File: config.mk
export PLATFORM = sky130hd
export DESIGN_NAME = if_fetch
export DESIGN_NICKNAME = d
export VERILOG_FILES = /design/src/rtl/if_fetch.sv
export SDC_FILE = /design/constraint.sdc
export NUM_CORES = 1
export LEC_CHECK = 0
export BUFFER_PORTS_ARGS = -buffer_cell sky130_fd_sc_hd__buf_2
export CORE_MARGIN = 10
export CORE_UTILIZATION = 57
export CTS_BUF_LIST = sky130_fd_sc_hd__clkbuf_8 sky130_fd_sc_hd__clkbuf_16
export CTS_CLUSTER_DIAMETER = 120
export DETAILED_ROUTE_END_ITERATION = 7
export MAX_ROUTING_LAYER = met4
export PLACE_DENSITY = 0.85
export SLEW_MARGIN = 20
export SYNTH_ARGS = -nofsm -noshare
export SYNTH_HDL_FRONTEND = slang
export SYNTH_SLANG_ARGS = --single-unit
File: constraint.sdc
create_clock -name clk -period 4.9 [get_ports clk]
set_clock_uncertainty 0.2 [all_clocks]
set_input_delay 0.49 -clock clk [delete_from_list [all_inputs] [get_ports clk]]
set_output_delay 0.49 -clock clk [all_outputs]
set_load 0.02 [all_outputs]
File: src/rtl/if_fetch.sv
// Instruction fetch: assembles little-endian 32-bit words from a byte-wide memory port.
// Define IF_ICACHE_EN to add a direct-mapped one-word-per-line instruction cache.
module if_fetch #(
  parameter logic [31:0] RESET_PC     = 32'h0,
  parameter int unsigned ICACHE_LINES = 64
) (
  input  logic        clk,
  input  logic        rst,
  input  logic [5:0]  stall_sign,
  input  logic        branch_enable_i,
  input  logic [31:0] branch_addr_i,
  input  logic        mem_busy_i,
  output logic        mem_req_o,
  output logic [31:0] mem_addr_o,
  input  logic [7:0]  mem_data_i,
  output logic [31:0] pc_o,
  output logic [31:0] inst_o,
  output logic        inst_valid_o
);

  typedef enum logic [2:0] {
    S_ISSUE0 = 3'd0,
    S_ISSUE1 = 3'd1,
    S_ISSUE2 = 3'd2,
    S_ISSUE3 = 3'd3,
    S_LAST   = 3'd4,
    S_HOLD   = 3'd5
  } state_e;

  state_e      state_q, state_d;
  logic [31:0] fetch_pc_q, fetch_pc_d;
  logic [31:0] pc_q, pc_d;
  logic [31:0] inst_q, inst_d;
  logic        pend_q, pend_d;
  logic [7:0]  byte_q [3];
  logic [2:0]  cap_en;
  logic        issue;
  logic [1:0]  off;
  logic        fill;
  logic        cache_hit;
  logic [31:0] cache_rdata;

  logic unused_stall;
  assign unused_stall = ^{stall_sign[5:2], stall_sign[0]};

`ifdef IF_ICACHE_EN
  localparam int IDX_W = $clog2(ICACHE_LINES);
  localparam int TAG_W = 30 - IDX_W;

  logic [31:0]             cache_data_mem [ICACHE_LINES];
  logic [TAG_W-1:0]        cache_tag_mem  [ICACHE_LINES];
  logic [ICACHE_LINES-1:0] cache_valid_q;
  logic [IDX_W-1:0]        cache_idx;
  logic [TAG_W-1:0]        cache_tag;
  logic                    unused_pc_lsb;

  assign cache_idx     = fetch_pc_q[IDX_W+1:2];
  assign cache_tag     = fetch_pc_q[31:IDX_W+2];
  assign unused_pc_lsb = ^fetch_pc_q[1:0];
  assign cache_hit     = cache_valid_q[cache_idx] && (cache_tag_mem[cache_idx] == cache_tag);
  assign cache_rdata   = cache_data_mem[cache_idx];

  always_ff @(posedge clk) begin
    if (rst) begin
      cache_valid_q <= '0;
    end else if (fill) begin
      cache_valid_q[cache_idx] <= 1'b1;
    end
  end

  always_ff @(posedge clk) begin
    if (fill) begin
      cache_data_mem[cache_idx] <= inst_d;
      cache_tag_mem[cache_idx]  <= cache_tag;
    end
  end
`else
  logic unused_cfg;
  assign unused_cfg  = fill ^ ICACHE_LINES[0];
  assign cache_hit   = 1'b0;
  assign cache_rdata = '0;
`endif

  always_comb begin
    state_d    = state_q;
    fetch_pc_d = fetch_pc_q;
    pc_d       = pc_q;
    inst_d     = inst_q;
    issue      = 1'b0;
    off        = 2'd0;
    cap_en     = '0;
    fill       = 1'b0;

    case (state_q)
      S_ISSUE0: begin
        if (cache_hit) begin
          pc_d    = fetch_pc_q;
          inst_d  = cache_rdata;
          state_d = S_HOLD;
        end else if (!mem_busy_i) begin
          issue   = 1'b1;
          state_d = S_ISSUE1;
        end
      end
      S_ISSUE1: begin
        cap_en[0] = pend_q;
        off       = 2'd1;
        if (!mem_busy_i) begin
          issue   = 1'b1;
          state_d = S_ISSUE2;
        end
      end
      S_ISSUE2: begin
        cap_en[1] = pend_q;
        off       = 2'd2;
        if (!mem_busy_i) begin
          issue   = 1'b1;
          state_d = S_ISSUE3;
        end
      end
      S_ISSUE3: begin
        cap_en[2] = pend_q;
        off       = 2'd3;
        if (!mem_busy_i) begin
          issue   = 1'b1;
          state_d = S_LAST;
        end
      end
      S_LAST: begin
        // byte3 arrives now; it goes straight into the word without its own register
        inst_d  = {mem_data_i, byte_q[2], byte_q[1], byte_q[0]};
        pc_d    = fetch_pc_q;
        fill    = 1'b1;
        state_d = S_HOLD;
      end
      S_HOLD: begin
        if (!stall_sign[1]) begin
          fetch_pc_d = fetch_pc_q + 32'd4;
          state_d    = S_ISSUE0;
        end
      end
      default: state_d = S_ISSUE0;
    endcase

    // Redirect wins over everything; the outstanding byte is dropped via pend_d.
    if (branch_enable_i) begin
      state_d    = S_ISSUE0;
      fetch_pc_d = branch_addr_i;
      pc_d       = pc_q;
      inst_d     = inst_q;
      fill       = 1'b0;
    end
  end

  assign pend_d = issue & ~branch_enable_i;

  always_ff @(posedge clk) begin
    if (rst) begin
      state_q    <= S_ISSUE0;
      fetch_pc_q <= RESET_PC;
      pc_q       <= '0;
      inst_q     <= '0;
      pend_q     <= 1'b0;
      for (int i = 0; i < 3; i++) byte_q[i] <= '0;
    end else begin
      state_q    <= state_d;
      fetch_pc_q <= fetch_pc_d;
      pc_q       <= pc_d;
      inst_q     <= inst_d;
      pend_q     <= pend_d;
      for (int i = 0; i < 3; i++) begin
        if (cap_en[i]) byte_q[i] <= mem_data_i;
      end
    end
  end

  assign mem_req_o    = issue & ~rst;
  assign mem_addr_o   = mem_req_o ? (fetch_pc_q + {30'd0, off}) : 32'd0;
  assign pc_o         = pc_q;
  assign inst_o       = inst_q;
  assign inst_valid_o = (state_q == S_HOLD) & ~branch_enable_i;

endmodule

* Word-level counts from Yosys, hierarchy flattened *
Memory sizes are Yosys's and may differ from the RTL's. A register that Yosys moved wholly into a read port is not among the register bits.
Cells that the tools add are included.

storage, ports and cells
  register bits after elaboration = 100
  logic and storage cells = 64
  input port bits = 50
  bits in writable memories = 24
  ROM bits = 0
  memories kept = 1
  bits in latches = 0

memories
  name    words  bits a word  rd ports  clocked after Yosys merged registers in  write ports  line  source
  byte_q  3      8            3         3                                        3            35    logic [7:0] byte_q [3];

cells by class
  equal/unequal tests = 11
  reductions and logical operators = 7
  shifts and indexed selects = 0
  muxes and demuxes = 30
  multiply operators = 0
  $lt $le $gt $ge = 0
  $add $sub $neg = 2
  divide/modulo/power cells = 0
  bitwise operators = 8

operators with widths
  operator                                                                  count
  32-bit 2-to-1 mux                                                         4
  32-bit by 2-bit adder with 32-bit output                                  1
  32-bit by 3-bit adder with 32-bit output (second input constant)          1
  8-bit 2-to-1 mux                                                          3
  3-bit one-hot mux with 6 select lines                                     1
  1-bit 2-to-1 mux                                                          16
  3-bit 2-to-1 mux                                                          5
  2-bit inequality test (second input constant)                             5
  3-bit by 2-bit == test with 1-bit output (second input constant)          2
  3-bit == test (second input constant)                                     2
  2-bit one-hot mux with 3 select lines                                     1
  5-bit AND reduction                                                       1
  2-bit AND reduction                                                       2
  4-bit OR reduction                                                        1
  1-bit AND                                                                 3
  3-bit by 1-bit == test with 1-bit output (second input constant)          1
  3-bit zero test                                                           1
  1-bit bitwise OR                                                          3
  2-bit by 1-bit inequality test with 1-bit output (second input constant)  1
  1-bit NOT                                                                 2
  2-bit nonzero test                                                        1
  2-bit OR reduction                                                        1

* Depth between registers and ports, before layout *
Gate-level depths: netlist (run 1).

  depth in word-level cells = 6
  gate-level depth with buffers = 9

* Least setup slack after synthesis (run 1) *
Ideal clock, no wire load.

  kind = register to output
  from = register state_q[0]
  to = output port mem_addr_o[24]
  path buffers = 2
  arrival = 2,224 ps
  stages on the path, launching flop included = 9
  data required time = 4,210 ps
  slack = 1,986 ps
  cell sequence = dfxtp_1 > clkbuf_1 > nor2b_1 > ha_1 > fa_1 > clkbuf_1 > nand3_1 > or3_1 > a21oi_1

between the ends
  longest elaborated chain between the ends = 5
  elaborated cells between the ends (all ways) = 10
  classes of those cells = add/sub: 1; eq/ne: 3; mux: 3; bitwise: 1; reduce/logical: 2

RTL lines
  item                                                                              line  source
  start, declared                                                                   30    state_e state_q, state_d;
  start signal, assigned                                                            166   state_q <= state_d;
  branches (longest 4 deep; another with 32-bit by 2-bit adder with 32-bit output)  -
  32-bit 2-to-1 mux *                                                               178   assign mem_addr_o = mem_req_o ? (fetch_pc_q + {30'd0, off}) : 32'd0;
  end, declared                                                                     14    output logic [31:0] mem_addr_o,

Every way passes the cells marked *.

* Worst setup path after layout (run 1) *
Ends and elaborated chain as after synthesis.

==> results.txt, run 1 <==
Clock-pin slew was measured on the worst setup and hold paths at 0.06 ns. The critical path is of the reg -> out type. After legalization and detailed placement, the total HPWL measured 10.9 mm. With fillers left out, the area of the finished cells amounts to 7010 µm². The kind of cell adding the most delay to the critical path is simple AND/OR/NAND/NOR gates. Counting the fill cells in the layout gives 755. The floorplan has 36 rows. After detailed routing, the number of remaining DRC violations is 0. The worst path uses 76.0% of the clock period.

Derived from the worst setup path, the maximum achievable clock frequency is 0.268 GHz. The die covers 14,500 µm². The die span in y came out at 120 µm. The post-synthesis instance area was 5730 µm²; the least setup slack across all paths after layout was 1.18 ns.

The clock period minus final worst setup slack was 3.72 ns. The run gives 3.03 ns as the arrival time at the worst endpoint. The clock tree root driver cell is sky130_fd_sc_hd__clkbuf_8. Each instance of the synthesized netlist takes up on average 8.44 µm². The sum of buffers and inverters on the critical path was 1. Setup violations remaining at the end of the flow were counted as 0.

At the pin with the least slew margin, the transition time is 1.10 ns. Class of the worst hold path: in -> reg. At the worst endpoint, the required time is 4.21 ns. Of the cells placed in the final design, the portion with a size suffix greater than 1 is 24.0%.

The tool flagged a number of max-cap violations equal to 0. The run gives 1.79 ns as the worst slack at placement. For this design, the sink count on the clock tree is 124. The tools report the worst hold slack across all endpoints as 0.0117 ns. The H-tree depth reported by CTS is 4, and the total wire length after detailed routing is 16.4 mm. After routing, the total negative slack on setup checks comes to 0 ns. When the netlist entered floorplanning its net count stood at 733.

Warning count from the yosys run: 0. The tools report the source-to-sink clock delay at the later pin of the worst-skew pair as 0.53 ns. Among all flip-flop cells after synthesis, the most frequent one is sky130_fd_sc_hd__dfxtp_1. The proportion of register bits with asynchronous set or reset after synthesis was 0%.

The signal on the critical path passes through nor2b_1, ha_1, fa_1, nand3_1, or3_1, a21oi_1, buf_2. Headroom to the max-slew limit came out at 26.6%. The buffer levels on the longest clock path is 2, and the count of vias placed by the detailed router is 5,296. Core outline area: 9770 µm².

The number of I/O port buffers works out to 142. The post-synthesis instance total is 679, and the remaining global-route overflow is 0. The global-route total usage across every layer is 23.1%. The number of CTS-inserted buffers is 17. Compared with the post-synthesis result, the final layout area differs by 22.4%. STA classifies the critical path endpoint as an output port.

The placed instances occupy a cell area of 6380 µm². Of the synthesized area, sequential elements account for 47.5%. The count of final max-slew check failures is 0.

Distinct cell type count after synthesis: 45. The kind of launch point of the worst setup path was a flop. Setup repair after global routing left no endpoint under its margin. On the worst path, the slowest cell contributes a delay of 0.56 ns. Maximum number of pins on one net before global-route repair: 105.

In this run the power density over the cells is 340 nW/µm². In this run the worst path has a maximum fanout of 12. Initial core utilization: 58.6%. Before antenna repair, the detailed router went through 5 iterations. The count of nets left with antenna violations once routing finished came out at 0. The final number of hold-violating endpoints is 0, and the starting DRC count in detailed routing is 502.

The worst-case IR drop observed on VDD is 0.000232 V. The tools report the static power due to leakage as 2.76 nW. The critical-path cell with the highest stage delay was sky130_fd_sc_hd__dfxtp_1. The via count of the first global-routing pass was 5,321. The number of top-level pins is 148, and the via density per instance is 5.64. The detailed-route wire length per cell came out at 17.4 µm. TritonCTS built the clock tree. At the end of the flow, the number of nets in the layout was 846.

The run finished with clean final reports. The tools report the initial antenna violation count as 1. The utilization after layout was 71.8%.

Routability-driven placement finished with a final weighted congestion of 0.871. The die boundary width is 120 µm, and the synthesized flop and latch total is 124. In this run, synthesis inferred 24 flip-flops with an integrated enable. The tools report the global-route wire length before repair as 26.2 mm.
-- final timing paths --
check                                 startpoint  cells past startpoint        endpoint  slack (ns)
worst min-delay path            branch_addr_i[1]                      3   fetch_pc_q[1]        0.01
worst min register to register        inst_o[19]                      2      inst_o[19]        0.25
worst max-delay path                  state_q[0]                      7  mem_addr_o[24]        1.18
worst max register to register     fetch_pc_q[2]                      5  fetch_pc_q[18]        2.37
-- final cells by class --
class,instances,area [µm²],share of cell area [%]
Antenna cell,1,2.50,0.0357
Clock buffer,18,439,6.26
Clock inverter,14,106,1.52
Inverter,5,18.8,0.268
Multi-Input combinational cell,491,2740,39.1
Sequential cell,124,2720,38.8
Tap cell,133,166,2.37
Timing Repair Buffer,153,816,11.6
-- per-stage QoR --
step / cells / power [mW]
after floorplan: 679 / 1.20
after global placement: 898 / 1.24
after detailed placement: 898 / 1.25
after CTS: 938 / 2.38
after global routing: 939 / 2.45
final: 939 / 2.38
-- flip-flops by register name, indices dropped and copies added, names as in the netlist --
register / cells
byte_q: 24
fetch_pc_q: 32
inst_o: 32
state_q: 3
pc_o: 32
pend_q: 1
-- tightest hold or removal path, delay by kind of cell --
family	cells	cell delay [ns]
buffers and inverters	1	0.08
and+or+nand+nor	1	0.08
muxes	1	0.06
-- kinds of logic (layout without fill, tap and decap cells) --
| group | Yosys count | in the layout | share of synthesized area [%] |
|---|---|---|---|
| AND/OR/NAND/NOR | 318 | 318 | 26.8 |
| flip-flops | 124 | 124 | 47.5 |
| AO/OA/AOI/OAI | 113 | 113 | 11.1 |
| buffers and inverters | 64 | 190 | 4.96 |
| XOR/XNOR | 51 | 51 | 7.79 |
| multiplexers | 5 | 5 | 0.873 |
| adder cells (fa/ha/maj) | 4 | 4 | 1.00 |
| other | 0 | 1 | 0 |
-- metal layers --
| metal | GRT usage, % | up-vias | wire length, µm |
|---|---|---|---|
| met5 | - | - | 0 |
| met4 | 8.52 | 0 | 355 |
| met3 | 7.86 | 27 | 1250 |
| met2 | 37.2 | 251 | 8010 |
| met1 | 26.3 | 2485 | 6770 |
| li1 | - | 2533 | - |
-- cells in the final DEF, fill, tap and decap left out, types with 5 or more instances in the layout --
| master | n |
|---|---|
| sky130_fd_sc_hd__and4_1 | 8 |
| sky130_fd_sc_hd__edfxtp_1 | 24 |
| sky130_fd_sc_hd__nand4_1 | 14 |
| sky130_fd_sc_hd__inv_1 | 5 |
| sky130_fd_sc_hd__xnor2_1 | 41 |
| sky130_fd_sc_hd__clkbuf_16 | 17 |
| sky130_fd_sc_hd__and2_1 | 11 |
| sky130_fd_sc_hd__a21oi_1 | 82 |
| sky130_fd_sc_hd__nor3_1 | 20 |
| sky130_fd_sc_hd__nand3_1 | 11 |
| sky130_fd_sc_hd__a211oi_1 | 11 |
| sky130_fd_sc_hd__mux2i_1 | 5 |
| sky130_fd_sc_hd__nand2_1 | 159 |
| sky130_fd_sc_hd__xor2_1 | 10 |
| sky130_fd_sc_hd__a311oi_1 | 5 |
| sky130_fd_sc_hd__o21ai_0 | 9 |
| sky130_fd_sc_hd__dfxtp_1 | 100 |
| sky130_fd_sc_hd__dlygate4sd3_1 | 8 |
| sky130_fd_sc_hd__or3_1 | 10 |
| sky130_fd_sc_hd__inv_6 | 5 |
| sky130_fd_sc_hd__buf_2 | 141 |
| sky130_fd_sc_hd__nor2_1 | 57 |
-- power by group --
group	total [mW]	switching (mW)	internal (mW)
clock	1.14	0.488	0.657
sequential	1.10	0.0365	1.06
combinational	0.137	0.0793	0.0575
-- repair_timing --
item                                   in CTS  in global routing
resized for setup                           0                  0
hold buffers                                8                  0
endpoints found under the hold margin       8                  0
setup buffers                               0                  0
-- Yosys cell counts, drive strengths merged, types with 9 or more instances --
cell type	count	area share, %
xor2	10	1.5
nand2	159	10
edfxtp	24	13
dfxtp	100	35
clkbuf	36	2.4
nor2	57	3.7
nand3	12	1.1
o21ai	9	0.79
and2	11	1.2
a21oi	82	7.2
a211oi	12	1.7
or3	11	1.2
nand4	17	2.5
xnor2	41	6.3
nor3	21	1.9
buf	23	2.2
Note: power is estimated with default switching activity, not from simulation.
==> run 2: changes to the inputs <==
CORE_UTILIZATION = 53   (was 57)
PLACE_DENSITY = 0.8   (was 0.85)
clock period = 3.5 ns   (was 4.9 ns; I/O delays follow)
==> results.txt, run 2 (same netlist as run 1, synthesis figures left out) <==
The setup slack of the worst register-to-register path is 0.98 ns (-1.39 ns). For the number of core rows, the log shows 37 (+2.8%). In the layout the commonest cells are 159 x sky130_fd_sc_hd__nand2_1, 141 x sky130_fd_sc_hd__buf_2, 99 x sky130_fd_sc_hd__dfxtp_1.

Broken down by cell family, the worst path's largest delay share belongs to simple AND/OR/NAND/NOR gates. The run gives 6420 µm² (+0.65%) as the instance area after placement. The tools report the clock tree root driver cell as sky130_fd_sc_hd__clkbuf_8. The fraction of final layout cells with drive strength greater than 1 was 23.8% (-0.22 points). The worst-case reg-to-reg path depth works out to 5 (unchanged). The critical path's largest stage delay was 0.51 ns (-0.05 ns); the detailed-route wire length per cell was 17.3 µm (-1.1%). The total wire length after detailed routing came out at 16.9 mm (+3.2%).

Final-report setup violation count: 0 (unchanged). For the number of max-capacitance violations reported, the log shows 0 (unchanged). The run gives 2.93 nW (+6.3%) as the static power due to leakage. The most common library cell in the layout ignoring fill and taps is sky130_fd_sc_hd__nand2_1.

The logs give 0 (unchanged) for the count of final max-slew check failures and 4 (unchanged) for the H-tree depth reported by CTS. Count of vias placed by the detailed router: 5,498 (+3.8%). Tracing the worst setup path back leads to its startpoint at fetch_pc_q[2].

The worst register-to-register path ends at fetch_pc_q[18]. Setup repair after global routing left no endpoint under its margin. The first-pass iteration count of the detailed router was 5 (unchanged). The global-route total usage across every layer was 22.7% (-0.37 points).

Counting I/O delays and the setup requirement, the final critical path takes 3.41 ns. STA classifies the critical path startpoint as a flop. The setup path with the least slack is of type reg -> out. The die span in y came out at 124 µm (+3.1%).

The run gives 104 (-0.95%) as the maximum number of pins on one net before global-route repair. Sum of buffers and inverters on the critical path: 1 (unchanged). Number of top-level pins: 148 (unchanged).

The power per unit of standard cell area was 471 nW/µm² (+39%); the worst ir drop on vdd was 0.000282 V (+22%). The remaining number of nets flagged by the antenna check after routing came out at 0 (unchanged). The critical-path cell with the highest stage delay was sky130_fd_sc_hd__dfxtp_1.

For the final standard cell area without fillers, the log shows 7410 µm² (+5.7%). The via count of the first global-routing pass came out at 5,469 (+2.8%). The cell depth of the worst setup path is 6 (-1), and the remaining global-route overflow is 0 (unchanged). The arrival time at the worst endpoint is 2.86 ns (-0.17 ns), and the initial core utilization is 55.0% (-3.6 points). The tools report the half-perimeter wire length after detailed placement as 11.0 mm (+1.0%). The die boundary width was 124 µm (+3.1%); the maximum operating frequency was 0.293 GHz. The critical path goes through ha_1, and4_1, nand3_1, or3_1, a21oi_1, buf_2. Source-to-sink clock delay at the later pin of the worst-skew pair: 0.54 ns (about the same). The synthesis-to-layout area growth is 29.3%, and the final number of hold-violating endpoints is 0 (unchanged). The worst register-to-register path begins at fetch_pc_q[2].

The number of I/O port buffers was 142 (unchanged); the total setup buffers inserted after CTS was 0 (unchanged). The last weighted congestion value of the routability-driven placer is 0.922 (+5.8%), and the remaining routing DRC violations is 0 (unchanged). The run finished with clean final reports. Following the worst setup path forward leads to its endpoint at mem_addr_o[24]. The tools report the least setup slack across all paths after layout as 0.0879 ns (-1.09 ns).

The transition time at the pin with the least slew margin came out at 1.06 ns (-0.0463 ns). The net count of the finished layout came out at 883 (+4.4%). The worst setup path is captured at an output port. Critical path data required time: 2.95 ns (-1.26 ns). The die footprint is 15,400 µm² (+6.3%).

In this run the worst hold path is classified as in -> reg. The core outline area is 10,400 µm² (+6.6%), and the share of the clock period used by the worst path after layout is 97.5%. The largest fanout of any net on the critical path was 9 (-3); the initial antenna violation count was 1 (unchanged). The number of CTS-inserted buffers was 17 (unchanged). TritonCTS built the clock tree. The buffer levels on the longest clock path came out at 2 (unchanged).

The via density per instance is 5.61 (-0.53%), and the starting DRC count in detailed routing is 506 (+0.80%). The number of sinks handled by clock tree synthesis was 124 (unchanged); the worst slew margin relative to its limit was 29.6% (+3.1 points). The clock-pin slew on the worst setup and hold paths works out to 0.06 ns (about the same).

The run gives 26.9 mm (+2.7%) as the global-route wire length before repair. The worst slack at placement was 0.535 ns (-1.26 ns); the total negative slack for setup checks was 0 ns (unchanged).
-- run 2: routing by layer --
layer	GRT usage (%)	part of all wire (%)	routed length (µm)	up-vias
met3	5.79	8.7	1480	48
met5	-	0	0	-
li1	-	-	-	2605
met1	26.0	39	6670	2587
met4	10.4	3.1	524	0
met2	36.9	49	8230	258
-- run 2: worst reg2reg max path, stage by stage (launching register included) --
cell and delay [ns]:
sky130_fd_sc_hd__dfxtp_1 0.51, sky130_fd_sc_hd__ha_1 0.30, sky130_fd_sc_hd__and4_1 0.48, sky130_fd_sc_hd__nand3_2 0.27, sky130_fd_sc_hd__or3_1 0.41, sky130_fd_sc_hd__a311oi_1 0.25
-- run 2: what timing repair did --
action / 4_1_cts / 5_1_grt
pin swaps: 0 / 0
hold buffers: 40 / 0
gates resized for setup: 1 / 2
endpoints found under the setup margin: 1 / 5
endpoints found under the hold margin: 55 / 0
-- run 2: cell type report --
class,instances,area (µm²)
flip-flops and latches,124,2720
fillers,774,3000
diodes,2,5.00
clock buffers,18,439
inverters,5,18.8
repair buffers,190,1170
multi-input cells,491,2740
clock inverters,14,145
well taps,136,170
-- run 2: per-stage QoR --
step	hold slack, ns	util (%)	power (mW)	std cells
floorplan	0.249	-	1.68	679
CTS	0.0353	71.1	3.49	978
global route	0.0602	71.1	3.59	979
detailed placement	0.245	61.6	1.75	906
global placement	0.238	61.6	1.75	906
finish	0.0487	71.2	3.49	980
-- run 2: report_power, final --
group | total, mW | leakage (nW) | switching (mW) | internal (mW)
registers | 1.54 | 1.06 | 0.0523 | 1.49
logic | 0.223 | 1.59 | 0.118 | 0.105
clock network | 1.73 | 0.286 | 0.718 | 1.01
-- run 2: worst min path at each step --
stage	from	endpoint	slack (ns)	cells after the start
finish	mem_busy_i	state_q[1]	0.05	4
global route	mem_busy_i	state_q[1]	0.06	4
CTS	mem_busy_i	state_q[1]	0.04	4
detailed placement	inst_o[30]	inst_o[30]	0.24	2
global placement	inst_o[31]	inst_o[31]	0.24	2
floorplan	fetch_pc_q[0]	pc_o[0]	0.25	2
==> run 3: changes to the inputs <==
CAP_MARGIN = 15   (was default)
PLACE_DENSITY = 0.88   (was 0.8)
==> results.txt, run 3 (same netlist as run 1, synthesis figures left out) <==
First-pass iteration count of the detailed router: 5 (unchanged). TritonCTS built the clock tree. The remaining global-route overflow is 0 (unchanged). The worst ir drop on vdd is 0.000419 V (+48%), and the count of vias placed by the detailed router is 5,385 (-2.1%).

The worst setup path is captured at an output port. The run gives 45.3% (+16 points) as the worst slew margin relative to its limit. For the initial antenna violation count, the log shows 0 (-1). For the number of core rows, the log shows 37 (unchanged). The transition time at the pin with the least slew margin came out at 0.819 ns (-0.236 ns). The logs give 148 (unchanged) for the number of top-level pins and 55.0% (unchanged) for the initial core utilization.

The worst register-to-register path begins at fetch_pc_q[2]. The fraction of final layout cells with drive strength greater than 1 came out at 23.6% (-0.15 points). The power per unit of standard cell area is 471 nW/µm² (about the same), and the worst hold slack across all endpoints is 0.0443 ns (-0.00438 ns). The number of CTS-inserted buffers came out at 17 (unchanged). Worst-case reg-to-reg path depth: 7 (+2).

Total negative slack for setup checks: 0 ns (unchanged). The buffer levels on the longest clock path came out at 2 (unchanged). For the final number of hold-violating endpoints, the log shows 0 (unchanged). Largest fanout of any net on the critical path: 9 (unchanged). The global-route total usage across every layer was 22.2% (-0.57 points). The library cells used most frequently in the layout, excluding fill and tap cells, are 159 x sky130_fd_sc_hd__nand2_1, 141 x sky130_fd_sc_hd__buf_2, 99 x sky130_fd_sc_hd__dfxtp_1. The H-tree depth reported by CTS is 4 (unchanged). Broken down by cell family, the worst path's largest delay share belongs to simple AND/OR/NAND/NOR gates. The die span in y was 124 µm (unchanged). The number of max-capacitance violations reported was 0 (unchanged); the core outline area was 10,400 µm² (unchanged).

The number of I/O port buffers was 142 (unchanged). The most critical setup path has its endpoint at mem_addr_o[24]. The tools report the arrival time at the worst endpoint as 2.73 ns (-0.13 ns).

The share of the clock period used by the worst path after layout was 93.7% (-3.8 points). Walking the worst path, the cells encountered are ha_1, and4_1, buf_4, nand3_1, or3_1, a21oi_1, buf_2. Clock tree synthesis selected as its root buffer the cell sky130_fd_sc_hd__clkbuf_8. The source-to-sink clock delay at the later pin of the worst-skew pair was 0.52 ns (-0.02 ns); the net count of the finished layout was 884 (+0.11%).

The die footprint is 15,400 µm² (unchanged), and the total chip power is 3.51 mW (+0.33%). By startpoint and endpoint, the worst setup path is classified as reg -> out. The starting DRC count in detailed routing is 528 (+4.3%), and the setup slack of the worst register-to-register path is 1.07 ns (+0.09 ns). Critical path's largest stage delay: 0.51 ns (about the same). The worst slack at placement is 0.777 ns (+0.242 ns).

The tools report the count of final max-slew check failures as 0 (unchanged). The run finished with clean final reports. The via count of the first global-routing pass came out at 5,221 (-4.5%).

The tools report the last weighted congestion value of the routability-driven placer as 0.907 (-1.7%). The tools report the final-report setup violation count as 0 (unchanged). The total wire length after detailed routing was 16.7 mm (-1.2%). Tracing the worst setup path back leads to its startpoint at fetch_pc_q[2].

The tools report the maximum operating frequency as 0.305 GHz (+4.0%). Most common library cell in the layout ignoring fill and taps: sky130_fd_sc_hd__nand2_1. The class of the worst hold path is in -> reg. The cell depth of the worst setup path was 7 (+1).

The global-route wire length before repair came out at 26.3 mm (-2.3%). The final non-filler cell total is 979 (-0.10%), and the remaining number of nets flagged by the antenna check after routing is 0 (unchanged). The remaining routing DRC violations is 0 (unchanged), and the clock period minus final worst setup slack is 3.28 ns (-0.131 ns). For the static power due to leakage, the log shows 2.96 nW (+0.76%).

Setup repair after global routing left no endpoint under its margin. The number of diodes was 0 (-2). Die boundary width: 124 µm (unchanged). The number of sinks handled by clock tree synthesis was 124 (unchanged); the count of placed standard cells including taps was 907 (+0.11%).

The via density per instance was 5.50 (-2.0%). The kind of launch point of the worst setup path is a flop. The maximum number of pins on one net before global-route repair is 72 (-31%). Capture point of the worst reg-to-reg path: fetch_pc_q[30].

The detailed-route wire length per cell works out to 17.1 µm (-1.1%). The slowest stage of the critical path is the sky130_fd_sc_hd__dfxtp_1 cell. The least setup slack across all paths after layout was 0.219 ns (+0.131 ns); the synthesis-to-layout area growth was 29.9%. The total setup buffers inserted after CTS was 0 (unchanged); the sum of buffers and inverters on the critical path was 2 (+1). The clock-pin slew on the worst setup and hold paths is 0.06 ns (about the same). The critical path data required time is 2.95 ns (about the same), and the half-perimeter wire length after detailed placement is 10.7 mm (-2.5%).
==> run 3: layer usage <==
layer  GRT usage, %  vias to the layer above  wire length (µm)
met1           25.4                     2507              6640
met2           36.9                      248              8270
met3           6.15                       28              1500
met4           7.27                        0               289
li1               -                     2602                 -
met5              -                        -                 0
==> run 3: area by class of cell <==
cell class | count | area [µm²]
Multi-Input combinational cell | 491 | 2730
Sequential cell | 124 | 2720
Inverter | 5 | 18.8
Tap cell | 136 | 170
Clock buffer | 22 | 505
Fill cell | 766 | 2970
Timing Repair Buffer | 191 | 1190
Clock inverter | 10 | 100
==> run 3: power by group <==
part / total [mW] / switching [mW] / leakage, nW / internal [mW]
Combinational: 0.222 / 0.117 / 1.60 / 0.105
Sequential: 1.54 / 0.0493 / 1.06 / 1.49
Clock: 1.74 / 0.654 / 0.292 / 1.09
==> run 3: worst min-delay path by stage <==
stage / cells past startpoint / slack, ns / to / start
4_1_cts: 4 / 0.01 / state_q[1] / mem_busy_i
3_5_place_dp: 2 / 0.24 / pc_o[25] / pc_o[25]
2_1_floorplan: 2 / 0.25 / pc_o[0] / fetch_pc_q[0]
5_1_grt: 2 / 0.05 / pc_o[9] / rst
3_3_place_gp: 2 / 0.24 / inst_o[31] / inst_o[31]
6_report: 5 / 0.04 / state_q[0] / stall_sign[1]
==> run 3: timing repair <==
action | CTS | global route
gates resized for setup | 0 | 1
setup endpoints to repair | 0 | 4
endpoints found under the hold margin | 43 | 0
hold buffers | 40 | 0
==> run 3: per-stage QoR <==
step                      area (µm²)  utilization [%]
after global routing            7440             71.5
after detailed placement        6440             61.8
final                           7440             71.5
after floorplan                 5730                -
after CTS                       7440             71.5
after global placement          6440             61.8
==> run 3: worst min-delay path: stages <==
cell and delay, ns:
sky130_fd_sc_hd__buf_2 0.11, sky130_fd_sc_hd__inv_1 0.04, sky130_fd_sc_hd__a21oi_1 0.07, sky130_fd_sc_hd__nor2_1 0.10, sky130_fd_sc_hd__nor3_1 0.05
